`config.mk`:
```
export PLATFORM = sky130hd
export DESIGN_NAME = pw_conv1x1_engine
export DESIGN_NICKNAME = d
export VERILOG_FILES = /design/src/rtl/pw_conv_pkg.sv /design/src/rtl/pw_mac_array.sv /design/src/rtl/pw_conv1x1_engine.sv
export SDC_FILE = /design/constraint.sdc
export NUM_CORES = 2
export LEC_CHECK = 0
export ABC_AREA = 1
export BUFFER_PORTS_ARGS = -buffer_cell sky130_fd_sc_hd__buf_2
export CORE_AREA = 2 2 402 504
export DETAILED_ROUTE_END_ITERATION = 10
export DIE_AREA = 0 0 404 506
export GPL_ROUTABILITY_DRIVEN = 0
export PLACE_DENSITY_LB_ADDON = 0.2
export REMOVE_ABC_BUFFERS = 1
export SYNTH_ARGS = -nofsm -noshare
export SYNTH_HDL_FRONTEND = slang
export SYNTH_SLANG_ARGS = --single-unit
```
`constraint.sdc`:
```
create_clock -name clock -period 137 [get_ports clock]
set_clock_uncertainty 0.05 [all_clocks]
set_input_delay 13.7 -clock clock [delete_from_list [all_inputs] [get_ports clock]]
set_output_delay 13.7 -clock clock [all_outputs]
set_load 0.01 [all_outputs]
```
`src/rtl/pw_conv_pkg.sv`:
```
// Shared widths and FSM state type for the pointwise convolution engine.
package pw_conv_pkg;

  localparam int DATA_W = 8;
  localparam int ACC_W  = 32;
  localparam int CH_W   = 10;

  typedef enum logic [1:0] {
    IDLE,
    ACCUM,
    DONE
  } pw_state_t;

  // Unsigned activation times signed weight; the zero-extended activation keeps the product exact.
  function automatic logic signed [2*DATA_W:0] mac_product(input logic [DATA_W-1:0] act,
                                                           input logic [DATA_W-1:0] wt);
    return $signed({1'b0, act}) * $signed(wt);
  endfunction

endpackage

```
`src/rtl/pw_mac_array.sv`:
```
// Combinational MAC lanes: sums the products of one load, masking lanes beyond the channel count.
module pw_mac_array
  import pw_conv_pkg::*;
#(
  parameter int NUM_MACS = 16,
  parameter int SUM_W    = 2*DATA_W + 1 + $clog2(NUM_MACS)
) (
  input  logic [0:NUM_MACS-1][DATA_W-1:0] act,
  input  logic [0:NUM_MACS-1][DATA_W-1:0] wt,
  input  logic [CH_W:0]                   in_cnt,
  input  logic [CH_W-1:0]                 num_input_channels,
  output logic signed [SUM_W-1:0]         lane_sum
);

  always_comb begin
    lane_sum = '0;
    for (int k = 0; k < NUM_MACS; k++) begin
      if ((32'(in_cnt) + 32'(k)) < 32'(num_input_channels)) begin
        lane_sum = lane_sum + SUM_W'(mac_product(act[k], wt[k]));
      end
    end
  end

endmodule

```
`src/rtl/pw_conv1x1_engine.sv`:
```
// Pointwise (1x1) convolution / dot-product engine: FSM, counters, accumulator, output registers.
// Optional macro PW_CONV_RELU_EN clamps the registered result to >= 0.
module pw_conv1x1_engine
  import pw_conv_pkg::*;
#(
  parameter int NUM_MACS = 16
) (
  input  logic                           clock,
  input  logic                           reset,
  input  logic [CH_W-1:0]                num_input_channels,
  input  logic [CH_W-1:0]                num_output_channels,
  input  logic [0:NUM_MACS-1][DATA_W-1:0] activations,
  input  logic [0:NUM_MACS-1][DATA_W-1:0] weights,
  input  logic                           start_conv,
  input  logic                           clear,
  input  logic                           load_data,
  output logic [ACC_W-1:0]               conv_result,
  output logic                           result_valid,
  output logic                           busy
);

  localparam int           SUM_W = 2*DATA_W + 1 + $clog2(NUM_MACS);
  localparam logic [CH_W:0] STEP = (CH_W+1)'(NUM_MACS);

  pw_state_t               state, next_state;
  logic [CH_W-1:0]         nic_q, noc_q, out_cnt;
  logic [CH_W:0]           in_cnt;
  logic [ACC_W-1:0]        acc, sum_total, result_next;
  logic signed [SUM_W-1:0] lane_sum;
  logic                    start_ok, load_ok, final_load, last_out;

  pw_mac_array #(
    .NUM_MACS(NUM_MACS),
    .SUM_W   (SUM_W)
  ) u_mac_array (
    .act               (activations),
    .wt                (weights),
    .in_cnt            (in_cnt),
    .num_input_channels(nic_q),
    .lane_sum          (lane_sum)
  );

  assign start_ok   = start_conv && (state != ACCUM);
  assign load_ok    = load_data && (state == ACCUM);
  assign final_load = (32'(in_cnt) + 32'(NUM_MACS)) >= 32'(nic_q);
  assign last_out   = (32'(out_cnt) + 32'd1) >= 32'(noc_q);
  assign sum_total  = acc + ACC_W'(lane_sum);
  assign busy       = (state == ACCUM);

`ifdef PW_CONV_RELU_EN
  assign result_next = sum_total[ACC_W-1] ? '0 : sum_total;
`else
  assign result_next = sum_total;
`endif

  always_ff @(posedge clock) begin
    if (reset) state <= IDLE;
    else       state <= next_state;
  end

  always_comb begin
    next_state = state;
    if (clear) begin
      next_state = IDLE;
    end else if (start_ok) begin
      next_state = (num_input_channels == '0) ? DONE : ACCUM;
    end else if (load_ok && final_load && last_out) begin
      next_state = DONE;
    end
  end

  // A zero channel count on start finishes immediately with a zero result.
  always_ff @(posedge clock) begin
    if (reset || clear) begin
      acc          <= '0;
      in_cnt       <= '0;
      out_cnt      <= '0;
      nic_q        <= '0;
      noc_q        <= '0;
      conv_result  <= '0;
      result_valid <= 1'b0;
    end else if (start_ok) begin
      acc          <= '0;
      in_cnt       <= '0;
      out_cnt      <= '0;
      nic_q        <= num_input_channels;
      noc_q        <= (num_output_channels == '0) ? CH_W'(1) : num_output_channels;
      result_valid <= (num_input_channels == '0);
      if (num_input_channels == '0) conv_result <= '0;
    end else if (state == ACCUM) begin
      result_valid <= 1'b0;
      if (load_data) begin
        if (final_load) begin
          conv_result  <= result_next;
          result_valid <= 1'b1;
          out_cnt      <= out_cnt + CH_W'(1);
          acc          <= '0;
          in_cnt       <= '0;
        end else begin
          acc    <= sum_total;
          in_cnt <= in_cnt + STEP;
        end
      end
    end
  end

endmodule

```
# After elaboration in Yosys (flattened, before gate mapping)
# Cells that the tools add are included.
dict set report word_totals {
  wordCells 127
  output_inout_bits 34
  in_bits 281
  register_bits 108
}
dict set report classes {
  mux 31
  multipliers 16
  eq_ne 3
  n_addsub 35
  n_reduce_logical 16
  magnitude_cmp 18
}
# op count
set op_table {}
lappend op_table {{32-bit by 10-bit < comparator with 1-bit output} 15}
lappend op_table {{21-bit 2-to-1 mux} 16}
lappend op_table {{21-bit by 17-bit adder with 21-bit output} 15}
lappend op_table {{9-bit by 8-bit multiplier with 17-bit output} 16}
lappend op_table {{32-bit 2-to-1 mux} 6}
lappend op_table {{11-bit by 4-bit adder with 12-bit output (second input constant)} 8}
lappend op_table {{11-bit by 3-bit adder with 12-bit output (second input constant)} 4}
lappend op_table {{32-bit adder} 1}
lappend op_table {{11-bit by 2-bit adder with 12-bit output (second input constant)} 2}
lappend op_table {{10-bit zero test} 2}
lappend op_table {{11-bit by 1-bit adder with 12-bit output (second input constant)} 1}
lappend op_table {{11-bit by 5-bit adder with 12-bit output (second input constant)} 1}
lappend op_table {{12-bit by 10-bit >= comparator with 1-bit output} 1}
lappend op_table {{10-bit by 1-bit adder with 11-bit output (second input constant)} 1}
lappend op_table {{11-bit by 5-bit adder with 11-bit output (second input constant)} 1}
lappend op_table {{11-bit by 10-bit >= comparator with 1-bit output} 1}
lappend op_table {{11-bit by 10-bit < comparator with 1-bit output} 1}
lappend op_table {{11-bit 2-to-1 mux} 1}
lappend op_table {{10-bit by 1-bit adder with 10-bit output (second input constant)} 1}
lappend op_table {{10-bit 2-to-1 mux} 1}
lappend op_table {{2-bit nonzero test} 4}
lappend op_table {{2-bit 2-to-1 mux} 3}
lappend op_table {{1-bit logical AND} 4}
lappend op_table {{1-bit 2-to-1 mux} 4}
lappend op_table {{7 further kinds} 9}

# Longest topological paths before layout
dict set report logic_depth {
  word_depth 37
  mapped_depth 225
}

# Modules after synthesis
# Synthesis repeated with hierarchy kept, for this count alone.
dict set report unflattened {
  cells_unflattened 9005
  hier_area_um2 64101.5
}
# mod cells_each area_per_inst_um2 instances seq_area_each_um2
set by_module_without_submodules {}
lappend by_module_without_submodules {pw_mac_array 7921 57307.5 1 0.0}
lappend by_module_without_submodules {pw_conv1x1_engine 1084 6794.0 1 2082.0}

# Worst setup path after synthesis
# Ideal clock, no wire load.
dict set report synth_path {
  kind {input port to flip-flop}
  startpoint {in weights[124] (netlist name)}
  endpoint {reg acc[31]}
  setup_time_ns 0.131
  t_required_ns 136.819
  path_slack_ns 73.412
  path_buffers 1
  arrival_ns 63.407
  stages 198
  cell_sequence {clkbuf_1 -> nand2_1 -> fa_1 -> fa_1 -> fa_1 -> fa_1 -> inv_1 -> ha_1 -> nor2_1 -> nor2_1 -> nand2_1 -> fa_1 -> fa_1 -> fa_1 -> inv_1 -> fa_1 -> ha_1 -> ha_1 -> [162 not listed] -> nand2_1 -> ha_1 -> nand2_1 -> o21ai_0 -> a21oi_1 -> o21ai_2 -> inv_2 -> o21bai_2 -> inv_2 -> o21bai_2 -> nand3_1 -> nand2_1 -> xor2_1 -> inv_1 -> nand2_1 -> nand2_1 -> nand2_1 -> a21oi_2}
}
dict set report synth_between {
  elab_chain_len 34
}
# element line
set synth_lines {}
lappend synth_lines {{start: declaration} pw_conv1x1_engine.sv:13} ;# input logic [0:NUM_MACS-1][DATA_W-1:0] weights,
lappend synth_lines {{9-bit by 8-bit multiplier with 17-bit output (*)} pw_conv_pkg.sv:17} ;# return $signed({1'b0, act}) * $signed(wt);
lappend synth_lines {{21-bit 2-to-1 mux (*)} pw_mac_array.sv:18} ;# if ((32'(in_cnt) + 32'(k)) < 32'(num_input_channels)) begin
lappend synth_lines {{21-bit by 17-bit adder with 21-bit output} pw_mac_array.sv:19} ;# lane_sum = lane_sum + SUM_W'(mac_product(act[k], wt[k]));
lappend synth_lines {{21-bit 2-to-1 mux (*)} pw_mac_array.sv:18}
lappend synth_lines {{21-bit by 17-bit adder with 21-bit output} pw_mac_array.sv:19}
lappend synth_lines {{21-bit 2-to-1 mux (*)} pw_mac_array.sv:18}
lappend synth_lines {{21-bit by 17-bit adder with 21-bit output} pw_mac_array.sv:19}
lappend synth_lines {{21-bit 2-to-1 mux (*)} pw_mac_array.sv:18}
lappend synth_lines {{[18 not listed]} -}
lappend synth_lines {{21-bit by 17-bit adder with 21-bit output} pw_mac_array.sv:19}
lappend synth_lines {{21-bit 2-to-1 mux (*)} pw_mac_array.sv:18}
lappend synth_lines {{21-bit by 17-bit adder with 21-bit output} pw_mac_array.sv:19}
lappend synth_lines {{21-bit 2-to-1 mux (*)} pw_mac_array.sv:18}
lappend synth_lines {{21-bit by 17-bit adder with 21-bit output} pw_mac_array.sv:19}
lappend synth_lines {{21-bit 2-to-1 mux (*)} pw_mac_array.sv:18}
lappend synth_lines {{32-bit adder (*)} pw_conv1x1_engine.sv:47} ;# assign sum_total = acc + ACC_W'(lane_sum);
lappend synth_lines {{32-bit 2-to-1 mux (*)} pw_conv1x1_engine.sv:93} ;# if (final_load) begin
lappend synth_lines {{end signal: assignment} pw_conv1x1_engine.sv:100} ;# acc <= sum_total;
lappend synth_lines {{end: declaration} pw_conv1x1_engine.sv:28} ;# logic [ACC_W-1:0] acc, sum_total, result_next;
# Mark *: on every way between the ends. The rest lies on a longest branch, timed or not.
# A chain may end at the register's enable or synchronous reset.

# Final worst setup path
# Same ends and word-level chain as after synthesis.

==> run_results.csv <==
group,metric,value,unit
status,status,"finished, final reports clean",
detailed_routing,drc,0,
logic_synthesis,synth_most_common_cell,"inv_1",
logic_synthesis,yosysSeqAreaShare,3.49,%
flow_run,cap_violations,0,
cts,cts_tree,"built",
critical_path,arrival,66.38,ns
detailed_routing,first_pass_iters,5,
cells_and_area,areaGrowthSynthToFinish,6.68,%
cts,post_cts_buffers,0,
cts,ctsRootBufferMaster,"clkbuf_16",
detailed_routing,drtIter0Drc,1971,
floorplanning,die_h,506,um
cts,cts.sinks,104,
grt,track_usage,16.4,%
detailed_routing,ant_nets,0,
logic_synthesis,async_flop_share,0,%
critical_path,critPathCaptureType,"register",
sta,finalCritPeriodShare,48.3,%
sta,finalHoldViolations,0,
cells_and_area,fillCellCount,21761,
logic_synthesis,synth-main-ff-cell,"dfxtp_1",
critical_path,start_kind,"primary input",
sta,max_freq,15.1,MHz
grt,antenna_found_initial,34,
grt,grt_pass1_vias,51840,
critical_path,slowest_delay,0.61,ns
sta,setup_viol,0,
cells_and_area,num-nets-final,10455,
sta,relSlewSlack,34.1,%
grt,grt_overflow,0,
cts,cts_hold_buf,0,
critical_path,crit_path_max_fanout,13,
cells_and_area,drive_gt1_share,7.99,%
logic_synthesis,synth_area_leaders,"fa_1 (27%), ha_1 (23%), inv_1 (13%), nand2_1 (12%), dfxtp_1 (3.5%)",
logic_synthesis,avgSynthCellArea,7.21,um2
logic_synthesis,ys_warn_count,0,
logic_synthesis,synth_area,59600,um2
hold_path,hold_path_class,"register to register",
critical_path,worstSetupPathType,"primary input to register",
logic_synthesis,synth_area_leader_cell,"fa_1",
cts,clockBufferDepth,2,
critical_path,required,137.17,ns
placement,port_buffers,314,
sta,rsz0062_at_grt,"no",
floorplanning,pin_count,315,
sta,worstMarginPinSlew,0.988,ns
cts,path_clk_slew,0.07,ns
detailed_routing,wl,164,mm
critical_path,crit_path_frequent_cell,"fa_1",
grt,grt_pass1_wl,272,mm
grt,grt_max_degree,51,
floorplanning,coreArea,200000,um2
floorplanning,fp-row-count,184,
detailed_routing,num_vias,49236,
logic_synthesis,synth_top_area_share,27.3,%
critical_path,slowest_stage,"fa_1",
cts,numCtsBuffers,9,
detailed_routing,vias_per_cell,4.52,
sta,setup_tns,0,ns
cts,cts_max_level,3,
logic_synthesis,synth_edf_count,0,
sta,maxSlewViolCount,0,
floorplanning,dieArea,204000,um2
floorplanning,start_util,29.8,%
cts,clock_latency,0.37,ns
logic_synthesis,yosysUniqueCellTypes,65,
logic_synthesis,ys_top_cells_by_count,"inv_1 (2,097), nand2_1 (1,942), ha_1 (1,076)",
placement,hpwlAfterDp,148,mm
sta,post-route-min-period,66.22,ns
logic_synthesis,ys_seq_elements,104,
logic_synthesis,syn_inst,8266,
detailed_routing,wl_per_cell,15.1,um
cts,cts-resized-gates,0,
floorplanning,chipWidth,404,um
## final cells by class
cell class / count / area, um2 / share of cell area (%)
repair buffers: 338 / 1750 / 2.75
multi-input cells: 5710 / 48200 / 75.8
diodes: 8 / 20.0 / 0.0315
clock buffers: 11 / 243 / 0.382
inverters: 2121 / 7970 / 12.5
flip-flops and latches: 104 / 2080 / 3.27
clock inverters: 5 / 62.6 / 0.0984
well taps: 2604 / 3260 / 5.12
## cell families after synthesis
kind of cell / after synthesis / synth area share, %
mux: 1 / 0.0168
flops: 104 / 3.49
buf+inv: 2452 / 15.7
compound gates: 725 / 7.10
xor+xnor: 217 / 3.19
simple gates: 2877 / 20.6
fa+ha+maj: 1890 / 49.9
## path summary, 6_finish.rpt
| kind | startpoint | end | slack [ns] | cells after the start |
|---|---|---|---|---|
| worst max-delay path | weights[124] | acc[31]$_SDFFE_PP0P_ | 70.78 | 194 |
| worst min register to register | conv_result[4]$_SDFFE_PP0P_ | conv_result[4]$_SDFFE_PP0P_ | 0.41 | 2 |
| worst max register to register | in_cnt[9]$_SDFFE_PP0P_ | acc[31]$_SDFFE_PP0P_ | 84.67 | 191 |
| worst min-delay path | conv_result[4]$_SDFFE_PP0P_ | conv_result[4]$_SDFFE_PP0P_ | 0.41 | 2 |
## state kept, by name, indices dropped and copies added, names as in the netlist
register and flops:
state 2, out_cnt 10, in_cnt 7, acc 32, nic_q 10, conv_result 32
noc_q 10, result_valid 1
## metrics by stage
stage | utilization (%) | area [um2] | hold WS (ns) | worst slack [ns] | std cells
6_report | 31.8 | 63600 | 0.408 | 70.78 | 10901
3_5_place_dp | 31.7 | 63300 | 0.400 | 70.13 | 10877
5_1_grt | 31.8 | 63600 | 0.432 | 67.91 | 10895
4_1_cts | 31.8 | 63600 | 0.410 | 70.41 | 10893
2_1_floorplan | - | 58300 | 0.386 | 73.48 | 7935
3_3_place_gp | 31.7 | 63300 | 0.401 | 70.30 | 10877
## worst max-delay path, delay by kind of cell
family          cells  cell delay [ns]
xor+xnor           14             2.34
fa+ha+maj          96            41.89
buf+inv            31             1.90
compound gates     13             2.48
simple gates       40             4.04
## placed cells by master, fill, tap and decap left out, drive strengths merged, types with 19 or more instances in the layout
master  count
xor2      131
nor3       28
dfxtp     104
nand4      20
nor2      257
inv      2121
buf       338
a21oi     369
fa        814
nand3b     19
o21bai     41
a21boi     19
nand2    1978
or2       169
nand3     345
a31oi      23
xnor2      86
and2       51
o21ai     189
ha       1076
## routing by layer
layer  vias up  wire length [um]  GRT usage [%]
li1      24825                 -              -
met5         -               270              0
met1     23612             72500           20.7
met3       138              7070           2.16
met4        44              1990           2.23
met2       617             82400           30.0
Power is left out: the tool's default activity adds up to more than one toggle a clock period on the data nets, which glitch-free logic cannot reach.
